==> src/rtl/bt_dir_rx.sv <==
// bt_dir_rx: UART 8N1 receiver decoding HC-05 command bytes into a held one-hot direction and a pause flag.
// Optional macro BT_CASE_FOLD_EN makes lowercase command letters decode like uppercase.
module bt_dir_rx #(
    parameter int CLK_HZ  = 100_000_000,
    parameter int BAUD    = 9600,
    parameter int HOLD_MS = 100
) (
    input  logic       clk,
    input  logic       rst,
    input  logic       rxd,
    output logic [3:0] dir,
    output logic       ena,
    output logic [7:0] rx_byte,
    output logic       byte_valid,
    output logic       frame_err
);
    localparam int DIV      = CLK_HZ / BAUD;
    localparam int HOLD_CYC = CLK_HZ / 1000 * HOLD_MS;
    localparam int CW       = $clog2(DIV + 1);
    localparam int HW       = $clog2(HOLD_CYC + 1);

    typedef enum logic [2:0] {IDLE, START, DATA, STOP, WAIT_IDLE} state_t;

    state_t        state_q, state_d;
    logic          meta_q, rxs_q;
    logic [CW-1:0] cnt_q, cnt_d;
    logic [2:0]    bit_q, bit_d;
    logic [7:0]    sh_q, sh_d, rx_byte_q, rx_byte_d, cmd;
    logic          byte_valid_q, byte_valid_d, frame_err_q, frame_err_d;
    logic [3:0]    dir_q, dir_d, new_dir;
    logic          ena_q, ena_d;
    logic [HW-1:0] hold_q, hold_d;
    logic          tick;

    always_ff @(posedge clk or posedge rst) begin
        if (rst) begin
            state_q      <= IDLE;
            meta_q       <= 1'b1;
            rxs_q        <= 1'b1;
            cnt_q        <= '0;
            bit_q        <= '0;
            sh_q         <= '0;
            rx_byte_q    <= '0;
            byte_valid_q <= 1'b0;
            frame_err_q  <= 1'b0;
            dir_q        <= '0;
            ena_q        <= 1'b0;
            hold_q       <= '0;
        end else begin
            state_q      <= state_d;
            meta_q       <= rxd;
            rxs_q        <= meta_q;
            cnt_q        <= cnt_d;
            bit_q        <= bit_d;
            sh_q         <= sh_d;
            rx_byte_q    <= rx_byte_d;
            byte_valid_q <= byte_valid_d;
            frame_err_q  <= frame_err_d;
            dir_q        <= dir_d;
            ena_q        <= ena_d;
            hold_q       <= hold_d;
        end
    end

`ifdef BT_CASE_FOLD_EN
    // Clearing bit 5 maps exactly the six lowercase commands onto their uppercase codes.
    assign cmd = sh_q & 8'hDF;
`else
    assign cmd = sh_q;
`endif

    assign tick    = cnt_q == '0;
    assign new_dir = (cmd == 8'h4C) ? 4'b1000 :
                     (cmd == 8'h52) ? 4'b0001 :
                     (cmd == 8'h55) ? 4'b0100 :
                     (cmd == 8'h44) ? 4'b0010 : 4'b0000;

    always_comb begin
        state_d      = state_q;
        cnt_d        = tick ? cnt_q : cnt_q - CW'(1);
        bit_d        = bit_q;
        sh_d         = sh_q;
        rx_byte_d    = rx_byte_q;
        byte_valid_d = 1'b0;
        frame_err_d  = 1'b0;
        dir_d        = dir_q;
        ena_d        = ena_q;
        hold_d       = hold_q;
        if (dir_q != '0) begin
            if (hold_q == '0) dir_d = '0;
            else hold_d = hold_q - HW'(1);
        end
        // A decoded byte below overrides the timer update, so a reload beats a same-cycle expiry.
        case (state_q)
            IDLE: if (!rxs_q) begin
                state_d = START;
                cnt_d   = CW'(DIV / 2 - 1);
            end
            START: if (tick) begin
                state_d = rxs_q ? IDLE : DATA;
                cnt_d   = CW'(DIV - 1);
                bit_d   = '0;
            end
            DATA: if (tick) begin
                sh_d    = {rxs_q, sh_q[7:1]};
                cnt_d   = CW'(DIV - 1);
                bit_d   = bit_q + 3'(1);
                state_d = (bit_q == 3'd7) ? STOP : DATA;
            end
            STOP: if (tick) begin
                state_d = rxs_q ? IDLE : WAIT_IDLE;
                frame_err_d = !rxs_q;
                if (rxs_q) begin
                    rx_byte_d    = sh_q;
                    byte_valid_d = 1'b1;
                    if (new_dir != '0) begin
                        dir_d  = new_dir;
                        hold_d = HW'(HOLD_CYC - 1);
                    end else if (cmd == 8'h53) begin
                        dir_d  = '0;
                        hold_d = '0;
                    end else if (cmd == 8'h50) begin
                        ena_d = !ena_q;
                    end
                end
            end
            WAIT_IDLE: if (rxs_q) state_d = IDLE;
            default: state_d = IDLE;
        endcase
    end

    assign dir        = dir_q;
    assign ena        = ena_q;
    assign rx_byte    = rx_byte_q;
    assign byte_valid = byte_valid_q;
    assign frame_err  = frame_err_q;
endmodule

==> config.mk <==
export PLATFORM = sky130hd
export DESIGN_NAME = bt_dir_rx
export DESIGN_NICKNAME = d
export VERILOG_FILES = /design/src/rtl/bt_dir_rx.sv
export SDC_FILE = /design/constraint.sdc
export NUM_CORES = 1
export LEC_CHECK = 0
export ABC_AREA = 1
export ABC_CLOCK_PERIOD_IN_PS = 2050
export BUFFER_PORTS_ARGS = -buffer_cell sky130_fd_sc_hd__buf_4
export CORE_ASPECT_RATIO = 1.25
export CORE_MARGIN = 2
export CORE_UTILIZATION = 45
export CTS_BUF_LIST = sky130_fd_sc_hd__clkbuf_4 sky130_fd_sc_hd__clkbuf_8
export DETAILED_ROUTE_END_ITERATION = 7
export HOLD_SLACK_MARGIN = 0.03
export SETUP_SLACK_MARGIN = 0.5
export SKIP_LAST_GASP = 1
export SLEW_MARGIN = 20
export SYNTH_ARGS = -nofsm -noshare
export SYNTH_HDL_FRONTEND = slang
export SYNTH_SLANG_ARGS = --single-unit
==> constraint.sdc <==
create_clock -name clk -period 2.05 [get_ports clk]
set_input_delay 0.41 -clock clk [delete_from_list [all_inputs] [get_ports clk]]
set_output_delay 0.41 -clock clk [all_outputs]
set_load 0.005 [all_outputs]
==> results of run 1 <==
## worst max-delay path by stage
stage / startpoint / to / slack, ns / cells after the start
floorplan: cnt_q[0] / cnt_q[0] / 0.39 / 8
global placement: cnt_q[0] / hold_q[20] / 0.19 / 9
detailed placement: cnt_q[0] / hold_q[20] / 0.14 / 9
CTS: cnt_q[0] / dir[2] / 0.37 / 11
global route: cnt_q[4] / hold_q[8] / 0.30 / 10
finish: cnt_q[4] / dir[1] / 0.36 / 10
## layout make-up
class / count / area (um^2)
Sequential cell: 69 / 1730
Clock inverter: 5 / 35.0
Fill cell: 778 / 3380
Timing Repair Buffer: 61 / 514
Clock buffer: 11 / 145
Tap cell: 120 / 150
Inverter: 72 / 314
Multi-Input combinational cell: 417 / 2420
Timing Repair inverter: 1 / 11.3
## routing by layer
metal,vias up,track usage (%)
met5,-,0
met4,0,12.7
met3,30,3.60
met2,69,39.8
met1,1864,27.2
li1,1928,-
## timing repair
item / in CTS / in global routing
hold buffers: 0 / 0
endpoints found under the setup margin: 61 / 67
cloned: 5 / 2
pin swaps: 13 / 16
resized for setup: 45 / 81
setup buffers: 19 / 10
## per-stage QoR
stage | total power, mW | area, um^2 | setup slack, ns | instances
2_1_floorplan | 1.41 | 4080 | 0.386 | 564
3_3_place_gp | 1.44 | 4410 | 0.195 | 704
3_5_place_dp | 1.44 | 4410 | 0.137 | 704
4_1_cts | 2.48 | 4980 | 0.371 | 744
5_1_grt | 2.54 | 5320 | 0.299 | 756
6_report | 2.45 | 5320 | 0.361 | 756
## cells in the mapped netlist, drive strengths merged (2+ instances only)
cell | n | area share [%]
nand3b | 6 | 1.1
nand3 | 68 | 8.6
nor2 | 86 | 8.9
clkbuf | 4 | 0.37
buf | 6 | 0.90
nand2 | 176 | 17
o31ai | 2 | 0.37
nor3 | 5 | 0.75
o21ai | 29 | 4.4
dfstp | 2 | 1.3
inv | 71 | 6.6
dfrtp | 67 | 42
or2 | 4 | 0.62
xor2 | 8 | 1.7
nand4 | 13 | 2.4
ha | 5 | 1.6
a21oi | 7 | 0.87
## power by group through the flow
stage          Sequential [mW]  Clock (mW)  Combinational, mW
3_3_place_gp              1.39           0             0.0447
3_5_place_dp              1.39           0             0.0456
2_1_floorplan             1.39           0             0.0224
4_1_cts                   1.37        1.07             0.0459
5_1_grt                   1.37        1.12             0.0511
6_report                  1.37        1.04             0.0431
## critical path, cell delays in order, from the launching register on
cell	delay, ns
dfrtp_1	0.41
nor2_2	0.20
nand2_2	0.10
nor2_4	0.15
nand4_4	0.09
buf_12	0.17
nor2_8	0.08
buf_12	0.16
nand2_8	0.09
nand2_1	0.07
o21ai_1	0.05
## cell families after synthesis
family / count (synthesis) / share of synthesized area [%]
simple gates: 359 / 39.4
buf+inv: 82 / 8.04
fa+ha+maj: 5 / 1.56
flops: 69 / 43.1
xor+xnor: 9 / 1.96
compound gates: 40 / 5.98
## placed cells by master (no fill, tap or decap), drive strengths merged
| cell type | synthesis | final |
|---|---|---|
| nand3b | 6 | 6 |
| nand4 | 13 | 13 |
| dfrtp | 67 | 67 |
| xor2 | 8 | 8 |
| clkinvlp | 0 | 2 |
| nor3 | 5 | 5 |
| o21bai | 1 | 1 |
| o21ai | 29 | 29 |
| xnor2 | 1 | 1 |
| ha | 5 | 5 |
| o31ai | 2 | 2 |
| nand3 | 68 | 69 |
| dfstp | 2 | 2 |
| inv | 71 | 72 |
| clkbuf | 4 | 11 |
| a21oi | 7 | 7 |
| clkinv | 1 | 4 |
| buf | 6 | 61 |
| or2 | 4 | 4 |
| nor4 | 1 | 1 |
| nand2 | 176 | 179 |
| nor2 | 86 | 86 |
| o211ai | 1 | 1 |
## sequential cells by signal (all words and copies together) (netlist names)
| name | count |
|---|---|
| hold_q | 24 |
| bit_q | 3 |
| rx_byte | 8 |
| rxs_q | 1 |
| cmd | 8 |
| state_q | 3 |
| meta_q | 1 |
| dir | 4 |
| cnt_q | 14 |
| ena | 1 |
| byte_valid | 1 |
| frame_err | 1 |
==> results.py, run 1 <==
metrics = {
    "sta": {
        "fin_hold_ws_ns": 0.110,
        "timing.slew.headroom_pct": 61.9,
        "hold_violations": 0,
        "period_needed_ns": 1.69,
        "grt_setup_unrepaired": "yes",
        "fin_skew_ns": 0.0102,
        "setup_viol": 0,
        "tightest_slew_ns": 0.570,
        "maxSlewViolCount": 0,
        "fin_tns_setup_ns": 0,
        "fmax_ghz": 0.592,
        "fin_crit_sh_pct": 82.4,
    },
    "route": {
        "wl_met3_um": 272,
        "wl_per_cell_um": 14.3,
        "antenna_left": 0,
        "wirelength_met1_mm": 4.55,
        "drt_iter0_drc": 297,
        "highest-signal-layer": "met4",
        "first_pass_iters": 4,
        "viasPerCell": 5.15,
        "vias": 3891,
        "drc": 0,
        "wl_met2_mm": 5.53,
        "wirelength_mm": 10.8,
    },
    "worst_setup_path": {
        "arrival_ns": 1.93,
        "required_ns": 2.30,
        "worstReg2RegEnd": "dir[1]",
        "r2r_slack_ns": 0.36,
        "cp_max_fo": 8,
        "setup.worst_path.class": "flip-flop to flip-flop",
        "reg2reg_from": "cnt_q[4]",
        "reg2reg_depth": 10,
        "critPathLaunchType": "flip-flop",
        "endpoint_kind": "flip-flop",
    },
    "clocking": {
        "insertion_delay_ns": 0.36,
        "cts_made_buffers": 9,
        "cts.sinks": 69,
        "cts_root_buffer": "clkbuf_8",
        "htreeDepth": 3,
        "clockBufferDepth": 2,
        "clk_pin_slew_ns": 0.08,
        "cts_tree": "yes",
    },
    "pwr": {
        "swShare_pct": 24.1,
        "powerDensity_nw_per_um2": 461,
        "vdd_drop_max_mv": 0.397,
        "seqPwrFrac_pct": 55.7,
        "p_switching_mw": 0.590,
        "power.leakage_nw": 2.84,
        "p_clk_share_pct": 42.6,
        "p_int_mw": 1.86,
        "power_frac_comb_pct": 1.8,
    },
    "floorplanning": {
        "core_area_um2": 8700,
        "row_count": 38,
        "boundaryPins": 18,
        "initial_core_util_pct": 46.2,
        "die_w_um": 88.5,
        "die_h_um": 110,
        "die_area_um2": 9700,
    },
    "yosys": {
        "synthFlopType": "dfrtp_1",
        "synth_edf_count": 0,
        "ys_seq_elements": 69,
        "ys_seq_area_share_pct": 43.1,
        "syn_nets": 572,
        "netlist_area_um2": 4020,
        "ys_warn_count": 0,
        "synth.avg_cell_area_um2": 7.12,
        "ys_types": 34,
        "synthCells": 564,
        "synthArstFlopShare_pct": 100,
    },
    "place": {
        "gp_congestion": 0.924,
        "dp_hpwl_mm": 7.14,
        "io_buffers": 17,
    },
    "run_status": {
        "status": "finished clean",
    },
    "min_path": {
        "hp-class": "input pin to asynchronous set/reset pin",
    },
    "grt": {
        "grt_pass1_wl_mm": 17.0,
        "grt_pass1_vias": 3672,
        "antenna_found_initial": 0,
        "grt_util_all_layers_pct": 23.1,
        "grt.overflow.total": 0,
        "grt_max_degree": 27,
    },
    "layout": {
        "utilization_pct": 61.2,
        "fin_nets": 639,
        "area_delta_synth_final_pct": 32.6,
        "drive_above_1_share_pct": 32.2,
        "num_antenna_cells": 0,
    },
    "flow_run": {
        "cap_violations": 0,
    },
}
Power figures use the tool's default switching activity.
==> inputs of run 2 (changes only) <==
- ABC_CLOCK_PERIOD_IN_PS: 2050 -> 1480
- clock period: 2.05 -> 1.48 ns (I/O delays scaled with it)
==> results.py, run 2 (synthesis gave the netlist of run 1 again) <==
metrics = {
    "sta": {
        "tightest_slew_ns": 0.520,
        "grt_setup_unrepaired": "yes",
        "hold_violations": 0,
        "fin_skew_ns": 0.0157,
        "fin_hold_ws_ns": 0.358,
        "fmax_ghz": 0.625,
        "maxSlewViolCount": 0,
        "fin_tns_setup_ns": -4.46,
        "timing.slew.headroom_pct": 65.0,
        "fin_crit_sh_pct": 108,
        "period_needed_ns": 1.60,
        "setup_viol": 65,
        "setup_slack_ns": -0.121,
    },
    "layout": {
        "top_register": "hold_q",
        "largest_register_ffs": 24,
        "mostFrequentLayoutCells": "nand2_1 (132), buf_4 (131), dfrtp_1 (67)",
        "area_delta_synth_final_pct": 57.6,
        "design_area_um2": 6330,
        "fin_nets": 747,
        "drive_above_1_share_pct": 44.2,
        "utilization_pct": 72.7,
        "top_regs": "hold_q: 24 flops, cnt_q: 14 flops",
        "num_antenna_cells": 0,
        "instances_no_fill": 864,
        "final_common_cell": "nand2_1",
    },
    "pwr": {
        "power.leakage_nw": 3.36,
        "powerDensity_nw_per_um2": 532,
        "vdd_drop_max_mv": 0.608,
        "swShare_pct": 24.0,
        "seqPwrFrac_pct": 56.1,
        "power_frac_comb_pct": 2.2,
        "p_clk_share_pct": 41.7,
        "p_switching_mw": 0.807,
        "p_int_mw": 2.56,
        "p_total_mw": 3.37,
    },
    "grt": {
        "grt_pass1_vias": 4318,
        "grt.overflow.total": 0,
        "grt_util_all_layers_pct": 26.6,
        "antenna_found_initial": 0,
        "grt_max_degree": 35,
        "grt_pass1_wl_mm": 19.6,
    },
    "run_status": {
        "status": "finished with violations",
        "violations": "negative setup slack",
    },
    "clocking": {
        "cts_root_buffer": "clkbuf_8",
        "cts_tree": "yes",
        "clk_pin_slew_ns": 0.07,
        "clockBufferDepth": 2,
        "insertion_delay_ns": 0.37,
        "htreeDepth": 3,
        "cts.sinks": 69,
        "cts_made_buffers": 9,
    },
    "place": {
        "dpl.cell_count": 805,
        "gp_congestion": 0.892,
        "preCtsSetupSlack_ns": -0.219,
        "io_buffers": 17,
        "dpl_cell_area_um2": 5220,
        "dp_hpwl_mm": 8.12,
    },
    "worst_setup_path": {
        "cp_max_fo": 7,
        "required_ns": 1.77,
        "critPathLaunchType": "flip-flop",
        "setup.worst_path.class": "flip-flop to flip-flop",
        "endpoint_kind": "flip-flop",
        "arrival_ns": 1.90,
        "path_cells": "inv_2, ha_4, nand2_4, nor2_4, nand4_4, nor2_8, buf_6, buf_12, nand2_8, nand2_2",
        "critPathMaxStageDelay_ns": 0.39,
        "cp_slowest_cell": "dfrtp_1",
    },
    "floorplanning": {
        "initial_core_util_pct": 46.2,
        "die_h_um": 110,
        "row_count": 38,
        "die_area_um2": 9700,
        "boundaryPins": 18,
        "die_w_um": 88.5,
        "core_area_um2": 8700,
    },
    "route": {
        "drc": 0,
        "antenna_left": 0,
        "wl_per_cell_um": 13.8,
        "first_pass_iters": 4,
        "drt_iter0_drc": 172,
        "vias": 4310,
        "viasPerCell": 4.99,
        "wirelength_mm": 11.9,
    },
    "min_path": {
        "hp-class": "flip-flop to flip-flop",
    },
    "flow_run": {
        "cap_violations": 0,
    },
}
## run 2: layer usage
metal	up-vias	track usage, %	part of all wire, %
met5	-	0	0
met4	0	12.6	3.9
met3	34	5.26	3.0
met2	81	48.3	54
met1	2056	29.4	39
li1	2139	-	-
## run 2: repair_timing
| action | 4_1_cts | 5_1_grt |
|---|---|---|
| buffers inserted | 26 | 10 |
| hold endpoints to repair | 8 | 0 |
| pin swaps | 35 | 20 |
| setup endpoints to repair | 82 | 84 |
| gates cloned | 5 | 0 |
| resized for setup | 117 | 59 |
| hold buffers | 2 | 0 |
## run 2: worst paths after layout
| path | start | endpoint | slack (ns) | cells after the start |
|---|---|---|---|---|
| max | cnt_q[0] | hold_q[20] | -0.12 | 10 |
| min | meta_q | rxs_q | 0.36 | 0 |
| max reg2reg | cnt_q[0] | hold_q[20] | -0.12 | 10 |
| min reg2reg | meta_q | rxs_q | 0.36 | 0 |
| max in group asynchronous | rst | rxs_q | 0.63 | 4 |
| min in group asynchronous | rst | hold_q[14] | 0.55 | 4 |
## run 2: layout make-up
type	count	area, um^2
sequential	69	1730
fill	668	2370
timing repair buffer	170	1460
tap	120	150
clock inverter	5	37.5
clock buffer	11	139
timing repair inverter	2	20.0
multi-input combinational	415	2490
inverter	72	295
## run 2: critical path: cells and delay by family, from the launching register on
family                     cells  cell delay [ns]
adders and majority gates      1             0.14
buffers and inverters          3             0.34
DFF                            1             0.39
and+or+nand+nor                6             0.66
## run 2: power by group through the flow
stage / Clock, mW / Combinational [mW] / Sequential [mW]
finish: 1.41 / 0.0742 / 1.89
detailed placement: 0 / 0.0652 / 1.93
global placement: 0 / 0.0644 / 1.93
CTS: 1.42 / 0.0710 / 1.89
floorplan: 0 / 0.0310 / 1.93
global route: 1.50 / 0.0847 / 1.89
